<file path="src/rtl/inst_fetch.sv">
// Instruction fetch: owns PC/ROM enable, registers rom_data into IF/ID one edge after pc; optional IF_FETCH_CNT_EN adds fetch_cnt.
// Backpressure: stall_if holds PC and buffers a redirect, stall_id holds IF/ID; flush overrides both.
module inst_fetch #(
    parameter logic [31:0] RESET_PC = 32'h0000_0000,
    parameter logic [31:0] NOP_INST = 32'h0000_0000
) (
    input  logic        clk,
    input  logic        rst,
    output logic        rom_ce,
    output logic [31:0] rom_addr,
    input  logic [31:0] rom_data,
    input  logic        stall_if,
    input  logic        stall_id,
    input  logic        branch_flag,
    input  logic [31:0] branch_addr,
    input  logic        flush,
    input  logic [31:0] flush_addr,
    output logic [31:0] id_pc,
    output logic [31:0] id_inst,
    output logic        id_valid,
    output logic        id_adel
`ifdef IF_FETCH_CNT_EN
    ,
    output logic [31:0] fetch_cnt
`endif
);

    typedef enum logic {IDLE, RUN} state_t;

    state_t      state;
    state_t      state_nxt;
    logic [31:0] pc;
    logic [31:0] pc_nxt;
    logic        pend_valid;
    logic        pend_valid_nxt;
    logic [31:0] pend_addr;
    logic [31:0] pend_addr_nxt;
    logic        id_load;

    assign rom_addr = pc;

    always_ff @(posedge clk) begin
        if (rst) begin
            state  <= IDLE;
            rom_ce <= 1'b0;
        end else begin
            state  <= state_nxt;
            rom_ce <= (state_nxt == RUN);
        end
    end

    always_comb begin
        state_nxt      = state;
        pc_nxt         = pc;
        pend_valid_nxt = pend_valid;
        pend_addr_nxt  = pend_addr;
        case (state)
            IDLE: state_nxt = RUN;
            RUN: begin
                state_nxt = RUN;
                if (flush) begin
                    pc_nxt         = flush_addr;
                    pend_valid_nxt = 1'b0;
                end else if (stall_if) begin
                    // newest redirect seen during the stall wins
                    if (branch_flag) begin
                        pend_addr_nxt  = branch_addr;
                        pend_valid_nxt = 1'b1;
                    end
                end else if (pend_valid) begin
                    pc_nxt         = branch_flag ? branch_addr : pend_addr;
                    pend_valid_nxt = 1'b0;
                end else if (branch_flag) begin
                    pc_nxt = branch_addr;
                end else begin
                    pc_nxt = pc + 32'd4;
                end
            end
            default: state_nxt = IDLE;
        endcase
    end

    always_ff @(posedge clk) begin
        if (rst) begin
            pc         <= RESET_PC;
            pend_valid <= 1'b0;
            pend_addr  <= 32'h0000_0000;
        end else begin
            pc         <= pc_nxt;
            pend_valid <= pend_valid_nxt;
            pend_addr  <= pend_addr_nxt;
        end
    end

    assign id_load = !flush && !stall_id && !stall_if && rom_ce;

    always_ff @(posedge clk) begin
        if (rst || flush) begin
            id_pc    <= 32'h0000_0000;
            id_inst  <= NOP_INST;
            id_valid <= 1'b0;
            id_adel  <= 1'b0;
        end else if (stall_id) begin
            id_pc    <= id_pc;
        end else if (id_load) begin
            id_pc    <= pc;
            id_inst  <= rom_data;
            id_valid <= 1'b1;
            id_adel  <= (pc[1:0] != 2'b00);
        end else begin
            // bubble keeps id_pc but must not report a fetch error
            id_inst  <= NOP_INST;
            id_valid <= 1'b0;
            id_adel  <= 1'b0;
        end
    end

`ifdef IF_FETCH_CNT_EN
    always_ff @(posedge clk) begin
        if (rst) begin
            fetch_cnt <= 32'h0000_0000;
        end else if (id_load) begin
            fetch_cnt <= fetch_cnt + 32'd1;
        end
    end
`endif

endmodule

</file>
<file path="config.mk">
export PLATFORM = sky130hd
export DESIGN_NAME = inst_fetch
export DESIGN_NICKNAME = d
export VERILOG_FILES = /design/src/rtl/inst_fetch.sv
export SDC_FILE = /design/constraint.sdc
export NUM_CORES = 1
export LEC_CHECK = 0
export CAP_MARGIN = 0
export CORE_MARGIN = 2
export CORE_UTILIZATION = 42
export CTS_CLUSTER_DIAMETER = 40
export DETAILED_ROUTE_END_ITERATION = 8
export GPL_TIMING_DRIVEN = 0
export PLACE_DENSITY = 0.77
export SLEW_MARGIN = 0
export SYNTH_ARGS = -nofsm -noshare
export SYNTH_HDL_FRONTEND = slang
export SYNTH_SLANG_ARGS = --single-unit
</file>
<file path="constraint.sdc">
create_clock -name clk -period 2 [get_ports clk]
set_input_delay 0.6 -clock clk [delete_from_list [all_inputs] [get_ports clk]]
set_output_delay 0.6 -clock clk [all_outputs]
set_load 0.03 [all_outputs]
</file>
Yosys cells after proc, flatten, opt, wreduce, memory -nomap -nowiden
Cells that the tools add are included.

Register bits after elaboration: 132. Output and inout port bits: 99.

Add/sub/neg operators: 1. Equality and inequality tests: 2. Muxes and demuxes: 12. Bitwise gates (word level): 2. Reduce and logical (&&, ||, !) cells: 12.

Operators by type and width (count): 32-bit 2-to-1 mux (6); 32-bit by 3-bit adder with 32-bit output, second input constant (1); 1-bit 2-to-1 mux (6); 2-bit AND reduction (3); 1-bit logical AND (3); 1-bit zero test (3); 3-bit by 1-bit != test with 1-bit output, second input constant (1); 3-bit AND reduction (1); 2-bit by 1-bit != test with 1-bit output, second input constant (1); 1-bit inverter (2); 2-bit nonzero test (1); 1-bit logical OR (1).

Logic depth before layout (Yosys ltp)
Depth in word-level cells: 5. Mapped depth: 7. Gate-level depth less buffers: 6.

Worst setup path before layout
OpenSTA, ideal clock, no wires.

Path type: register to register. Start: register pc[2], in the netlist rom_addr[2]. End: register pc[26], in the netlist rom_addr[26]. Arrival time: 2103 ps. Required time: 1940 ps. Path slack: -163 ps. Stages on the path, launching flop included: 7. Path buffers: 0. Path through: dfxtp_1 > ha_1 > nand4_4 > or3_4 > or3_4 > o31ai_4 > a221o_1.

Word-level cells in the longest chain between the ends: 5.

RTL lines: start, declared (RTL line 32) `logic [31:0] pc;`; start signal, assigned (RTL line 89) `pc <= pc_nxt;`; 32-bit by 3-bit adder with 32-bit output (RTL line 76) `pc_nxt = pc + 32'd4;`; 32-bit 2-to-1 mux (RTL line 73) `end else if (branch_flag) begin`; 32-bit 2-to-1 mux (RTL line 70) `end else if (pend_valid) begin`; 32-bit 2-to-1 mux (RTL line 64) `end else if (stall_if) begin`; 32-bit 2-to-1 mux (RTL line 61) `if (flush) begin`.

No other way between the ends. The select of a mux whose other input is x is not followed. A chain may end at the register's enable or synchronous reset.

Worst setup path after layout
Start: register pc[6], in the netlist rom_addr[6]. End: output port rom_addr[6].

RTL lines: end, declared (RTL line 10) `output logic [31:0] rom_addr,`.

No word-level cell between the ends.

==> impl_summary.md <==
Final layout
The count of antenna diodes in the layout is 0. The count of nets after finishing is approximately 1100. The count of placed standard cells in the final layout, fillers left out is between 1000 and 1500.

From synthesis to final layout, the design area changed by 49.0%. The proportion of layout cells with a drive suffix above 1 is 12.6%.

Floorplanning
The die is 125 um tall. Measured along the x axis, the die boundary spans 125 um. The standard cell core area is 14500 um^2.

The total I/O pin count is approximately 200. The die area is 15700 um^2. The starting utilization of the core area is 42.7%. Row generation in the floorplan step produced 44 rows.

CTS
Buffers inserted during clock tree synthesis total 17. CTS saw 132 sinks. TritonCTS built the clock tree. The clock transition at the registers of the reported paths is 50 ps. The clock passes through at most 2 buffers. The clock insertion delay at the later pin of the skew report is around 430 ps. The deepest level of the CTS H-tree is 4. Clock tree synthesis selected as its root buffer the cell sky130_fd_sc_hd__clkbuf_16.

STA
For this run, the top clock speed supported by timing is ~500 MHz. The worst hold slack across all endpoints is ~450 ps. The slew of the pin with the lowest slew margin is 517 ps. The max-slew violation total from the final report is 0. The number of endpoints with negative hold slack in the final report is 0.

The final worst-path cycle share is ~100%. The worst clock skew on the final layout is slightly above 9 ps. The count of final setup violators is 0. After routing, the total negative slack on setup checks comes to 0 ps. The smallest setup slack after layout is between 5 and 6 ps. The worst pin sits at a relative slew slack of roughly two thirds. Setup repair after global routing could not meet its margin everywhere. The worst path in the final design needs a cycle of roughly 2000 ps, including I/O delays and setup.

Setup path
The number of gates on the worst path with buffers counted is 1. The timing startpoint of the critical path is rom_addr[6]. Grouping stages by cell kind, the critical path spends the most delay in flip-flops. The number of buffers and inverters on the critical path is 1.

The endpoint required time on the critical path is 1400 ps. The critical register-to-register path endpoint is rom_addr[26]. The worst-path maximum fanout is 6. The worst setup path is captured at a primary output. The kind of start point of the critical path is a register. Traced cell by cell, the critical path runs through dlygate4sd2_1. The endpoint of the most critical setup path is rom_addr[6]. The worst register-to-register path begins at rom_addr[8]. Data on the critical path arrives at its endpoint at roughly 1400 ps.

The number of cells on the worst reg-to-reg path is 5. On the worst path, the slowest cell contributes a delay of 520 ps. The setup check on the worst reg-to-reg path leaves a slack of 40 ps.

The critical path in this run is classified as register to primary output. The library cell contributing the largest single delay on the critical path is sky130_fd_sc_hd__dfxtp_1.

Power
The worst IR drop on VDD is approximately 0.0006 V. The reported leakage power is about 3.6 nW. Power comes to 0.00679 W. Combinational cells account for 13.9% of the total power. The power density normalized to cell area is approximately 740 nW/um^2. Sequential cells burn 41.4% of the power. Net switching is around a quarter of the power. Of the total power, the clock network draws between 40% and 50%.

The internal power contribution is between 0.004 and 0.005 W. The net switching power is 0.00180 W.

Detailed routing
The routed design uses ~10 mm of met2 wire. The final wirelength is between 20 and 25 mm. The met3 routed wirelength is 2.04 mm.

The number of remaining DRC errors is 0. The detailed-route via count is 6988. The routed length per placed instance is ~18 um.

The initial DRC count is ~620. The highest signal layer in the routed design is met4. The wire length the detailed router placed on met1 is 8.94 mm. The first-pass iteration count of the detailed router is 5.

Using the TritonRoute via totals, the vias-per-cell ratio works out to approximately 5.7. Once detail routing completed, the nets flagged for antenna violations numbered 0.

Place
Buffers placed on the I/O ports in this run total ~200. At the end of routability-driven placement, the weighted congestion stood at 0.931. The cell total after placement is about 1200. OpenSTA, run right after detailed placement, puts the worst setup slack at -1300 ps. The HPWL reported at the end of detailed placement is approximately 16 mm.

Min path
The min-delay analysis places its worst path in the category register to register. The instance count along the most critical hold path is 2.

Yosys
The synthesized area per cell is roughly 7.7 um^2. The number of unique standard cell types used by synthesis is 60. Counting flops and latches in the post-synthesis netlist gives about 130. The most used flip-flop cell after synthesis is sky130_fd_sc_hd__dfxtp_1. The number of warning messages in the yosys log is 0. The proportion of synthesized flip-flops having asynchronous set or reset is 0%.

After synthesis the cells add up to between 6000 and 7000 um^2. Synthesis produced 806 cells. The sequential share of the synthesized area is a little over two fifths. Counting every net in the synthesized netlist gives 909.

In this run, synthesis inferred 0 flip-flops with an integrated enable.

Global routing
The number of antenna violations at the first check in global routing came to 0. The first-pass GRT wire length is 34.1 mm. The number of global-route vias before repair is between 6000 and 7000. For this run the aggregate overflow at the end of global routing stands at 0. The global routing usage summed across all routing layers is about 27%.

The maximum number of pins on one net before global-route repair is 17.

Status
The run finished with clean final reports.

Flow run
The number of max-cap violations is 0.
==> synthesized netlist by cell type (3+ instances only) <==
cell                        count  area, um^2
sky130_fd_sc_hd__nand2_1      183         687
sky130_fd_sc_hd__dfxtp_1      132        2640
sky130_fd_sc_hd__a21oi_1       96         480
sky130_fd_sc_hd__nor2_1        61         229
sky130_fd_sc_hd__clkbuf_1      48         180
sky130_fd_sc_hd__o21ai_0       47         235
sky130_fd_sc_hd__a22oi_1       32         240
sky130_fd_sc_hd__nand3_1       19        95.1
sky130_fd_sc_hd__nor3_1        14        70.1
sky130_fd_sc_hd__a2111oi_0     10        87.6
sky130_fd_sc_hd__buf_1         10        37.5
sky130_fd_sc_hd__inv_1         10        37.5
sky130_fd_sc_hd__mux2i_1        9        90.1
sky130_fd_sc_hd__nor4_1         9        56.3
sky130_fd_sc_hd__nand2b_1       8        50.1
sky130_fd_sc_hd__and3_1         7        43.8
sky130_fd_sc_hd__buf_2          7        35.0
sky130_fd_sc_hd__nand4_1        7        43.8
sky130_fd_sc_hd__a32oi_1        6        52.6
sky130_fd_sc_hd__nor2b_1        6        37.5
sky130_fd_sc_hd__nor4_2         6        75.1
sky130_fd_sc_hd__o21ai_1        6        30.0
sky130_fd_sc_hd__o31ai_1        6        45.0
sky130_fd_sc_hd__o211ai_1       5        37.5
sky130_fd_sc_hd__a22o_1         4        35.0
sky130_fd_sc_hd__a211o_1        3        26.3
sky130_fd_sc_hd__and4_1         3        26.3
sky130_fd_sc_hd__o311ai_0       3        26.3
sky130_fd_sc_hd__or2_2          3        18.8
sky130_fd_sc_hd__xnor2_1        3        26.3
sky130_fd_sc_hd__xor2_1         3        26.3
==> layout by cell type, fill, tap and decap left out, types with 4 or more instances in the layout <==
cell	instances
sky130_fd_sc_hd__nor2b_1	5
sky130_fd_sc_hd__o21ai_0	45
sky130_fd_sc_hd__dfxtp_1	124
sky130_fd_sc_hd__clkbuf_8	4
sky130_fd_sc_hd__nand3_1	17
sky130_fd_sc_hd__nor4_2	6
sky130_fd_sc_hd__a22oi_1	32
sky130_fd_sc_hd__a22o_1	4
sky130_fd_sc_hd__nand2_1	182
sky130_fd_sc_hd__nand2b_1	7
sky130_fd_sc_hd__nor3_1	13
sky130_fd_sc_hd__a21oi_1	94
sky130_fd_sc_hd__buf_2	15
sky130_fd_sc_hd__nor4_1	6
sky130_fd_sc_hd__dlygate4sd2_1	93
sky130_fd_sc_hd__o31ai_1	6
sky130_fd_sc_hd__o21ai_1	8
sky130_fd_sc_hd__mux2i_1	9
sky130_fd_sc_hd__a32oi_1	6
sky130_fd_sc_hd__nor2_1	59
sky130_fd_sc_hd__clkinvlp_4	4
sky130_fd_sc_hd__clkbuf_16	17
sky130_fd_sc_hd__dfxtp_2	6
sky130_fd_sc_hd__clkdlybuf4s50_1	97
sky130_fd_sc_hd__inv_1	10
sky130_fd_sc_hd__a2111oi_1	4
sky130_fd_sc_hd__clkbuf_1	18
sky130_fd_sc_hd__buf_4	9
sky130_fd_sc_hd__clkbuf_4	10
sky130_fd_sc_hd__nand4_1	7
sky130_fd_sc_hd__and3_1	7
sky130_fd_sc_hd__clkbuf_2	19
sky130_fd_sc_hd__clkdlybuf4s15_1	4
sky130_fd_sc_hd__o211ai_1	5
==> layer usage <==
metal / vias up / global-route usage (%)
li1: 3297 / -
met1: 3193 / 35.3
met2: 421 / 43.5
met3: 77 / 6.68
met4: 0 / 12.1
met5: - / 0
==> worst min-delay path by stage <==
stage,start,end
final,id_pc[21],id_pc[21]
after global routing,id_pc[7],id_pc[7]
after CTS,id_pc[25],id_pc[25]
after detailed placement,id_pc[25],id_pc[25]
after global placement,id_adel,id_adel
after floorplan,pend_addr[0],pend_addr[0]
==> registers in the layout (all words and copies together), names as in the netlist <==
| signal | flops |
|---|---|
| id_adel | 1 |
| id_pc | 32 |
| state | 1 |
| pend_addr | 32 |
| rom_addr | 32 |
| id_inst | 32 |
| pend_valid | 1 |
| id_valid | 1 |
==> kinds of logic after synthesis <==
family	count (synthesis)	share of synthesized area, %
compound gates	236	23.6
xor+xnor	6	0.851
fa+ha+maj	1	0.202
buf+inv	75	4.70
flops	132	42.8
mux	10	1.64
simple gates	346	26.2
==> worst reg2reg max path, delay by kind of cell (launching register included) <==
family,cells,cell delay [ps]
simple gates,3,1050
compound gates,2,330
flops,1,530
==> area by class of cell <==
| type | instances | area (um^2) |
|---|---|---|
| fillers | 1302 | 5270 |
| multi-input cells | 599 | 3440 |
| flip-flops and latches | 132 | 2660 |
| repair buffers | 204 | 1900 |
| clock buffers | 22 | 464 |
| plain buffers | 64 | 367 |
| well taps | 184 | 230 |
| clock inverters | 9 | 105 |
| inverters | 10 | 37.5 |
==> power groups by stage <==
| stage | combinational (W) | sequential (W) | clock [W] |
|---|---|---|---|
| 6_report | 0.000945 | 0.00281 | 0.00304 |
| 5_1_grt | 0.00100 | 0.00282 | 0.00318 |
| 4_1_cts | 0.000905 | 0.00280 | 0.00306 |
| 3_5_place_dp | 0.000904 | 0.00286 | 0 |
| 3_3_place_gp | 0.000898 | 0.00286 | 0 |
| 2_1_floorplan | 0.000335 | 0.00293 | 0 |
==> what timing repair did <==
| action | 4_1_cts | 5_1_grt |
|---|---|---|
| pin swaps | 0 | 4 |
| endpoints found under the setup margin | 228 | 129 |
| buffers inserted | 1 | 4 |
| hold buffers | 0 | 0 |
| gates resized for setup | 173 | 77 |
==> through the flow <==
| step | utilization, % | cell area [um^2] |
|---|---|---|
| 2_1_floorplan | - | 6180 |
| 3_3_place_gp | 58.1 | 8410 |
| 3_5_place_dp | 58.1 | 8410 |
| 4_1_cts | 62.6 | 9060 |
| 5_1_grt | 63.6 | 9210 |
| 6_report | 63.6 | 9210 |
No activity file was read; power rests on OpenSTA's default activity.
